### src/rtl/switch_in_pkg.sv
// Shared constants for the switch input peripheral: register addresses on the
// memorio path and the default debounce interval.
package switch_in_pkg;

  typedef enum logic [1:0] {
    ADDR_SW_LO   = 2'b00,
    ADDR_SW_RSV  = 2'b01,
    ADDR_SW_HI   = 2'b10,
    ADDR_SW_STAT = 2'b11
  } sw_addr_e;

  // Roughly 10 ms of stable level at a 100 MHz system clock.
  localparam int unsigned SW_DEBOUNCE_CYCLES = 1000000;
  localparam int unsigned SW_CNT_W           = 20;

  // Reading either switch half acknowledges the changed flag.
  function automatic logic clears_changed(input logic [1:0] addr);
    return (addr == ADDR_SW_LO) || (addr == ADDR_SW_HI);
  endfunction

endpackage

### src/rtl/switch_in_debounce_bit.sv
// One switch pin: two-flop synchronizer followed by a persistence counter.
// A new level is accepted only after it has been seen DEBOUNCE_CYCLES edges
// in a row; any return to the current stable level restarts the count.
module switch_in_debounce_bit
  import switch_in_pkg::*;
#(
  parameter int unsigned DEBOUNCE_CYCLES = SW_DEBOUNCE_CYCLES,
  parameter int unsigned CNT_W           = SW_CNT_W
) (
  input  logic switch_clk,
  input  logic switchrst,
  input  logic pin,
  output logic stable,
  output logic flip
);

  localparam logic [CNT_W-1:0] CNT_LAST = CNT_W'(DEBOUNCE_CYCLES - 1);

  logic             sync_p0;
  logic             sync_p1;
  logic [CNT_W-1:0] cnt;

  // High on the edge where stable is about to take the synchronized level.
  assign flip = (sync_p1 != stable) && (cnt == CNT_LAST);

  // Two-flop metastability chain on the raw asynchronous pin.
  always_ff @(posedge switch_clk) begin
    if (switchrst) begin
      sync_p0 <= 1'b0;
      sync_p1 <= 1'b0;
    end else begin
      sync_p0 <= pin;
      sync_p1 <= sync_p0;
    end
  end

  // Persistence counter; stable only moves after a full run of agreement.
  always_ff @(posedge switch_clk) begin
    if (switchrst) begin
      cnt    <= '0;
      stable <= 1'b0;
    end else if (sync_p1 == stable) begin
      cnt <= '0;
    end else if (cnt == CNT_LAST) begin
      stable <= sync_p1;
      cnt    <= '0;
    end else begin
      cnt <= cnt + CNT_W'(1);
    end
  end

endmodule

### src/rtl/switch_in.sv
// Memory-mapped DIP switch input: per-bit debounce, sticky changed flag and
// a registered 16-bit read port on the memorio path.
module switch_in
  import switch_in_pkg::*;
#(
  parameter int unsigned SW_WIDTH        = 24,
  parameter int unsigned DEBOUNCE_CYCLES = SW_DEBOUNCE_CYCLES,
  parameter int unsigned CNT_W           = SW_CNT_W
) (
  input  logic                switch_clk,
  input  logic                switchrst,
  input  logic                switchcs,
  input  logic                switchread,
  input  logic [1:0]          switchaddr,
  input  logic [SW_WIDTH-1:0] switch_i,
  output logic [15:0]         switchrdata
);

  logic [SW_WIDTH-1:0] stable;
  logic [SW_WIDTH-1:0] flip;
  logic [31:0]         sw_ext;
  logic                rd_sel;
  logic                changed;
  logic [15:0]         rd_word;

  for (genvar i = 0; i < SW_WIDTH; i++) begin : g_bit
    switch_in_debounce_bit #(
      .DEBOUNCE_CYCLES(DEBOUNCE_CYCLES),
      .CNT_W          (CNT_W)
    ) u_db (
      .switch_clk(switch_clk),
      .switchrst (switchrst),
      .pin       (switch_i[i]),
      .stable    (stable[i]),
      .flip      (flip[i])
    );
  end

  // Pins above SW_WIDTH read back as zero in the high half.
  assign sw_ext = 32'(stable);
  assign rd_sel = switchcs && switchread;

  // Select the word for this strobe from pre-edge state.
  always_comb begin
    rd_word = 16'h0000;
    case (sw_addr_e'(switchaddr))
      ADDR_SW_LO:   rd_word = sw_ext[15:0];
      ADDR_SW_HI:   rd_word = sw_ext[31:16];
      ADDR_SW_STAT: rd_word = {15'b0, changed};
      ADDR_SW_RSV:  rd_word = 16'h0000;
      default:      rd_word = 16'h0000;
    endcase
  end

  // Sticky changed flag; a toggle in the same edge as a clearing read wins.
  always_ff @(posedge switch_clk) begin
    if (switchrst) begin
      changed <= 1'b0;
    end else if (|flip) begin
      changed <= 1'b1;
    end else if (rd_sel && clears_changed(switchaddr)) begin
      changed <= 1'b0;
    end
  end

  // Read data register; holds its value when no read is selected.
  always_ff @(posedge switch_clk) begin
    if (switchrst) begin
      switchrdata <= 16'h0000;
    end else if (rd_sel) begin
      switchrdata <= rd_word;
    end
  end

endmodule

### config.mk
export PLATFORM = sky130hd
export DESIGN_NAME = switch_in
export DESIGN_NICKNAME = d
export VERILOG_FILES = /design/src/rtl/switch_in_pkg.sv /design/src/rtl/switch_in_debounce_bit.sv /design/src/rtl/switch_in.sv
export SDC_FILE = /design/constraint.sdc
export NUM_CORES = 1
export LEC_CHECK = 0
export ABC_AREA = 1
export CAP_MARGIN = 10
export CORE_AREA = 10 10 274 407
export DETAILED_ROUTE_END_ITERATION = 6
export DIE_AREA = 0 0 284 417
export SLEW_MARGIN = 20
export SYNTH_ARGS = -nofsm -noshare
export SYNTH_HDL_FRONTEND = slang
export SYNTH_SLANG_ARGS = --single-unit
### constraint.sdc
create_clock -name switch_clk -period 1.89 [get_ports switch_clk]
set_clock_uncertainty 0.1 [all_clocks]
set_input_delay 0.2835 -clock switch_clk [delete_from_list [all_inputs] [get_ports switch_clk]]
set_output_delay 0.2835 -clock switch_clk [all_outputs]
set_load 0.02 [all_outputs]
==> run_results.csv, run 1 <==
group,metric,value,unit
floorplan,die_x,284,um
route,antenna_left,0,
timing,report.final.slew_viol_count,0,
placement,post_dp_cell_area,28600,um2
timing,worst_pin_slew,0.542,ns
floorplan,die_area,118000,um2
floorplan,core,104000,um2
critical_path,timing.rr.start,"g_bit[23].u_db.cnt[0]$_SDFF_PP0_",
logic_synthesis,ys_async_sr_fraction,0,%
placement,place_ws,0.00132,ns
clock_network,path_clk_slew,0.06,ns
placement,portBuffers,45,
critical_path,crit_chain,"ha_2, nand3_2, buf_4, nor4_4, nand2_1, or2_2, a21oi_1",
clock_network,cts_tree,"done",
timing,setup_viol,0,
floorplan,die_h,417,um
logic_synthesis,ys_top_cells_by_count,"nand2_1, nor2_1, dfxtp_1",
critical_path,crit_type,"flop to flop",
critical_path,reg2reg_slack,0.08,ns
logic_synthesis,netlist_area,25800,um2
global_route,grt_pass1_vias,21487,
logic_synthesis,synth_area_leaders,"dfxtp_1, nand2_1, nor2_1, inv_1, nand3_1",
route,drc,0,
route,wirelength,57600,um
global_route,grt-ovfl-total,0,
pwr,power.leakage,0.0111,uW
critical_path,critPathRequiredTime,2.34,ns
pwr,power.density,785,nW/um2
worst_hold_path,hold_depth,3,
timing,relSlewSlack,63.5,%
finish,multiInputGateArea,13000,um2
logic_synthesis,synthCells,3517,
critical_path,critPathCaptureType,"flop",
route,drtIter0Drc,932,
route,dr.pass1.iters,5,
clock_network,root_buffer,"clkbuf_16",
floorplan,initial_utilization,24.8,%
critical_path,slowest_delay,0.34,ns
global_route,grt_usage,9.48,%
clock_network,cts_max_level,2,
worst_hold_path,hold_path_class,"input port to flop",
logic_synthesis,synth_top_cell_area_share,44.2,%
finish,finalInstanceArea,31500,um2
logic_synthesis,yosysTopAreaCell,"dfxtp_1",
global_route,grt_max_degree,38,
critical_path,reg2regPathDepth,7,
clock_network,numCtsBuffers,58,
placement,place.gp.congestion,0.819,
finish,diodes,0,
clock_network,cts.sinks,569,
finish,areaGrowthSynthToFinish,22.0,%
route,vias,22114,
logic_synthesis,synth_top_flop_cell,"dfxtp_1",
timing,finalSetupTns,0,ns
global_route,antenna_found_initial,0,
logic_synthesis,yosysUniqueCellTypes,56,
run,maxCapViolCount,0,
placement,hpwlAfterDp,42000,um
critical_path,worstPathMaxFanout,4,
logic_synthesis,syn_nets,3571,
logic_synthesis,synth-seq-cells,569,
worst_hold_path,worstHoldStart,"switch_i[13]",
timing,timing.final.ws_setup,0.0849,ns
critical_path,critPathLaunchType,"flop",
floorplan,ios,46,
clock_network,insertion_delay,0.63,ns
timing,holdWs,0.0653,ns
finish,fin_nets,3737,
timing,grt_setup_unrepaired,"yes",
critical_path,worstPathArrival,2.26,ns
timing,hold_viol,0,
timing,min_period,1.81,ns
logic_synthesis,seq_area_frac_synth,44.2,%
timing,finalCritPeriodShare,95.5,%
clock_network,cts_buffer_depth,3,
critical_path,reg2reg_to,"g_bit[23].u_db.cnt[16]$_SDFF_PP0_",
route,via_per_inst,4.32,
finish,layout-drive-gt1-share,13.6,%
logic_synthesis,synth_edf_count,0,
finish,fill_cells,11086,
logic_synthesis,yosys_warnings,0,
logic_synthesis,synth.avg_cell_area,7.33,um2
pwr,finalPower,24700,uW
floorplan,num_rows,145,
critical_path,cpMaxStageDelayCell,"dfxtp_2",
worst_hold_path,hold-path-endpoint,"g_bit[13].u_db.sync_p0$_SDFF_PP0_",
route,wl_per_cell,11.2,um
status,status,"finished, final reports clean",
pwr,ir_worst_vdd,0.620,mV
finish,ff_latch_area,11400,um2
timing,fmaxAchievable,0.554,GHz
global_route,grt_pass1_wl,97600,um
[cell families (layout without fill, tap and decap cells)]
family          Yosys count  count (layout)  synth area share [%]
compound gates          328             328                  7.12
xor+xnor                173             173                  5.87
fa+ha+maj                24              24                  1.16
buf+inv                 526             737                  7.89
flops                   569             569                  44.2
simple gates           1897            1897                  33.8
[layout make-up]
cell class,count,area share [%]
clock inverter,19,1.03
multi-input combinational,2422,41.2
timing repair buffer,165,4.89
sequential,569,36.3
inverter,467,5.59
tap,1396,5.55
clock buffer,86,5.42
[power by group]
part	internal [uW]	switching, uW	leakage (uW)
registers	12100	38.7	0.00461
clock network	7320	4830	0.000995
logic	179	256	0.00554
[stage by stage]
stage	std cells	utilization, %
floorplan	3517	-
global placement	4993	27.5
detailed placement	4993	27.5
CTS	5100	29.5
global route	5124	30.3
finish	5124	30.3
[worst max-delay path by stage]
stage	startpoint	endpoint	slack, ns	depth (start not counted)
2_1_floorplan	g_bit[0].u_db.cnt[0]$_SDFF_PP0_	g_bit[0].u_db.cnt[18]$_SDFF_PP0_	0.19	9
3_3_place_gp	g_bit[7].u_db.cnt[0]$_SDFF_PP0_	g_bit[7].u_db.cnt[14]$_SDFF_PP0_	0.07	11
3_5_place_dp	g_bit[8].u_db.cnt[0]$_SDFF_PP0_	g_bit[8].u_db.cnt[18]$_SDFF_PP0_	0.001	10
4_1_cts	g_bit[20].u_db.cnt[0]$_SDFF_PP0_	g_bit[20].u_db.cnt[16]$_SDFF_PP0_	0.01	10
5_1_grt	g_bit[21].u_db.cnt[1]$_SDFF_PP0_	g_bit[21].u_db.cnt[16]$_SDFF_PP0_	-0.04	10
6_report	g_bit[23].u_db.cnt[0]$_SDFF_PP0_	g_bit[23].u_db.cnt[16]$_SDFF_PP0_	0.08	7
[flip-flops by register name, indices dropped and copies added (netlist names)]
name	cells
g_bit.u_db.sync_p1	24
switchrdata	16
g_bit.u_db.cnt	480
g_bit.u_db.stable	24
g_bit.u_db.sync_p0	24
changed	1
[placed cells by master, fill, tap and decap left out, types with 34 or more instances in the layout]
master     Yosys  final
nor2_2        49     70
o21ai_0       58     53
buf_4          4    103
nor3b_1       40     35
nor3_1       164    156
nand3_1      226    204
xnor2_1       51     51
nor2_4         9     34
inv_1        458    447
dfxtp_1      569    543
nand2_1      598    586
nor2_1       598    552
a21oi_1      178    175
xor2_1       122    122
nand4_1       85     85
nand3_2       17     35
clkbuf_16      0     58
[per-layer routing]
metal  GRT usage, %  part of all wire, %  up-vias
li1               -                    -    11637
met1           10.7                   44    10129
met2           17.6                   50      252
met3           1.87                  4.1       96
met4           3.14                  2.4        0
met5              0                    0        -
[worst max-delay path: cells and delay by family, from the launching register on]
| family | cells | cell delay [ns] |
|---|---|---|
| AND/OR/NAND/NOR | 4 | 0.83 |
| flip-flops | 1 | 0.34 |
| adder cells (fa/ha/maj) | 1 | 0.18 |
| buffers and inverters | 1 | 0.17 |
| AO/OA/AOI/OAI | 1 | 0.11 |
[what timing repair did]
action / 4_1_cts / 5_1_grt
setup buffers: 1 / 24
hold buffers: 1 / 0
endpoints found under the setup margin: 19 / 264
resized for setup: 19 / 192
hold endpoints to repair: 2 / 0
pin swaps: 1 / 49
gates cloned: 0 / 0
No activity file was read; power rests on OpenSTA's default activity.
==> run 2, diff against run 1 <==
--- a/config.mk
+++ b/config.mk
@@ -8,8 +8,10 @@
 export ABC_AREA = 1
 export CAP_MARGIN = 10
 export CORE_AREA = 10 10 274 407
+export CTS_BUF_LIST = sky130_fd_sc_hd__clkbuf_2 sky130_fd_sc_hd__clkbuf_4 sky130_fd_sc_hd__clkbuf_8
 export DETAILED_ROUTE_END_ITERATION = 6
 export DIE_AREA = 0 0 284 417
+export GPL_TIMING_DRIVEN = 0
 export SLEW_MARGIN = 20
 export SYNTH_ARGS = -nofsm -noshare
 export SYNTH_HDL_FRONTEND = slang
==> run_results.csv, run 2 (synthesized netlist as in run 1, its figures left out) <==
group,metric,value,unit
floorplan,ios,46,
finish,fill_cells,11244,
critical_path,critPathRequiredTime,2.31,ns
timing,finalCritPeriodShare,96.3,%
clock_network,cts_max_level,3,
global_route,grt_pass1_wl,99100,um
pwr,ir_worst_vdd,0.633,mV
route,antenna_left,0,
floorplan,initial_utilization,24.8,%
run,maxCapViolCount,0,
floorplan,num_rows,145,
finish,multiInputGateArea,13100,um2
clock_network,numCtsBuffers,90,
finish,regMostFlops,"g_bit.u_db.cnt",
finish,ff_latch_area,11400,um2
finish,areaGrowthSynthToFinish,21.6,%
timing,relSlewSlack,33.5,%
finish,layout-drive-gt1-share,15.4,%
finish,final_util,30.2,%
timing,fmaxAchievable,0.549,GHz
clock_network,cts.sinks,569,
route,wirelength,60100,um
worst_hold_path,hold_path_class,"input port to flop",
clock_network,cts_tree,"done",
finish,fin_nets,3769,
global_route,grt-ovfl-total,0,
placement,hpwlAfterDp,43700,um
timing,report.final.slew_viol_count,0,
floorplan,die_x,284,um
timing,min_period,1.82,ns
global_route,grt_pass1_vias,21532,
timing,holdWs,0.106,ns
placement,place.gp.congestion,0.823,
timing,worst_pin_slew,0.998,ns
clock_network,path_clk_slew,0.07,ns
pwr,power.density,755,nW/um2
route,via_per_inst,4.32,
floorplan,die_h,417,um
clock_network,cts_buffer_depth,3,
pwr,power.leakage,0.0111,uW
route,dr.pass1.iters,5,
global_route,antenna_found_initial,2,
critical_path,worstPathArrival,2.24,ns
status,status,"finished, final reports clean",
floorplan,core,104000,um2
clock_network,insertion_delay,0.68,ns
global_route,grt_usage,9.83,%
timing,hold_viol,0,
floorplan,die_area,118000,um2
placement,portBuffers,45,
finish,largest_reg_flops,480,
global_route,grt_max_degree,12,
route,drtIter0Drc,991,
finish,final_cell_mix,"nand2_1, nor2_1, dfxtp_1",
finish,layout_commonest_cell,"nand2_1",
timing,setup_viol,0,
timing,grt_setup_unrepaired,"yes",
critical_path,crit_type,"flop to flop",
clock_network,root_buffer,"clkbuf_8",
critical_path,worstPathMaxFanout,4,
route,wl_per_cell,11.6,um
route,vias,22390,
critical_path,critPathLaunchType,"flop",
critical_path,critPathCaptureType,"flop",
route,drc,0,
-- run 2: changes by cell type in the layout (fill, tap and decap cells not counted), moves of 10 or more --
cell | previous run | this run
buf_12 | 16 | 1
clkbuf_8 | 15 | 118
clkbuf_4 | 0 | 35
nand2_1 | 586 | 574
buf_4 | 103 | 61
nor2_4 | 34 | 48
nand2_2 | 19 | 29
buf_2 | 0 | 19
clkbuf_16 | 58 | 0
-- run 2: cell type report --
type	count	area share, %
clock inverters	15	0.339
multi-input cells	2422	41.9
inverters	467	5.61
repair buffers	107	2.99
diodes	1	0.00798
flip-flops and latches	569	36.4
clock buffers	147	5.87
plain buffers	58	1.24
well taps	1396	5.57
-- run 2: worst paths after layout --
kind                                          from                                end  slack, ns  cells after the start
hold reg to reg   g_bit[9].u_db.sync_p0$_SDFF_PP0_   g_bit[9].u_db.sync_p1$_SDFF_PP0_       0.29                      2
hold / removal                        switch_i[10]  g_bit[10].u_db.sync_p0$_SDFF_PP0_       0.11                      3
setup / recovery  g_bit[17].u_db.cnt[0]$_SDFF_PP0_               changed$_SDFFE_PP0P_       0.07                     11
setup reg to reg  g_bit[17].u_db.cnt[0]$_SDFF_PP0_               changed$_SDFFE_PP0P_       0.07                     11
-- run 2: layer usage --
metal | track usage, % | routed length, um | vias to the layer above
met3 | 1.96 | 2430 | 112
met1 | 11.0 | 26300 | 10280
met4 | 4.29 | 1940 | 2
met2 | 17.8 | 29400 | 284
met5 | 0 | 12 | -
li1 | - | - | 11712
-- run 2: what timing repair did --
item                       CTS  global route
gates cloned                 0             0
gates resized for setup     89           223
setup buffers                9            44
hold endpoints to repair     9             0
setup endpoints to repair  266           361
pin swaps                    7            48
hold buffers                 9             0
-- run 2: through the flow --
step | instances | setup slack (ns) | setup TNS (ns) | area [um2] | power (uW)
after floorplan | 3517 | 0.188 | 0 | 25800 | 12600
after global placement | 4958 | -1.52 | -293.02 | 28000 | 12800
after detailed placement | 4958 | -1.47 | -294.45 | 28000 | 12800
after CTS | 5138 | -0.00920 | -0.00920 | 30300 | 24100
after global routing | 5182 | -0.0535 | -0.560 | 31400 | 24700
final | 5182 | 0.0698 | 0 | 31400 | 23700
-- run 2: where the power goes --
group	total, uW	internal [uW]	switching (uW)	leakage (uW)
combinational	466	168	298	0.00543
sequential	12100	12100	36.9	0.00461
clock	11100	6280	4830	0.00105
total	23700	18500	5160	0.0111
-- run 2: critical path, stage by stage, from the launching register on --
cell and delay, ns:
dfxtp_2 0.33, ha_1 0.21, nand2_1 0.06, inv_1 0.07
nand3_1 0.12, nor2_2 0.07, nand3_1 0.10, nand2_1 0.06
nor2_1 0.14, nand2_1 0.12, nor2_1 0.19, a21oi_1 0.09
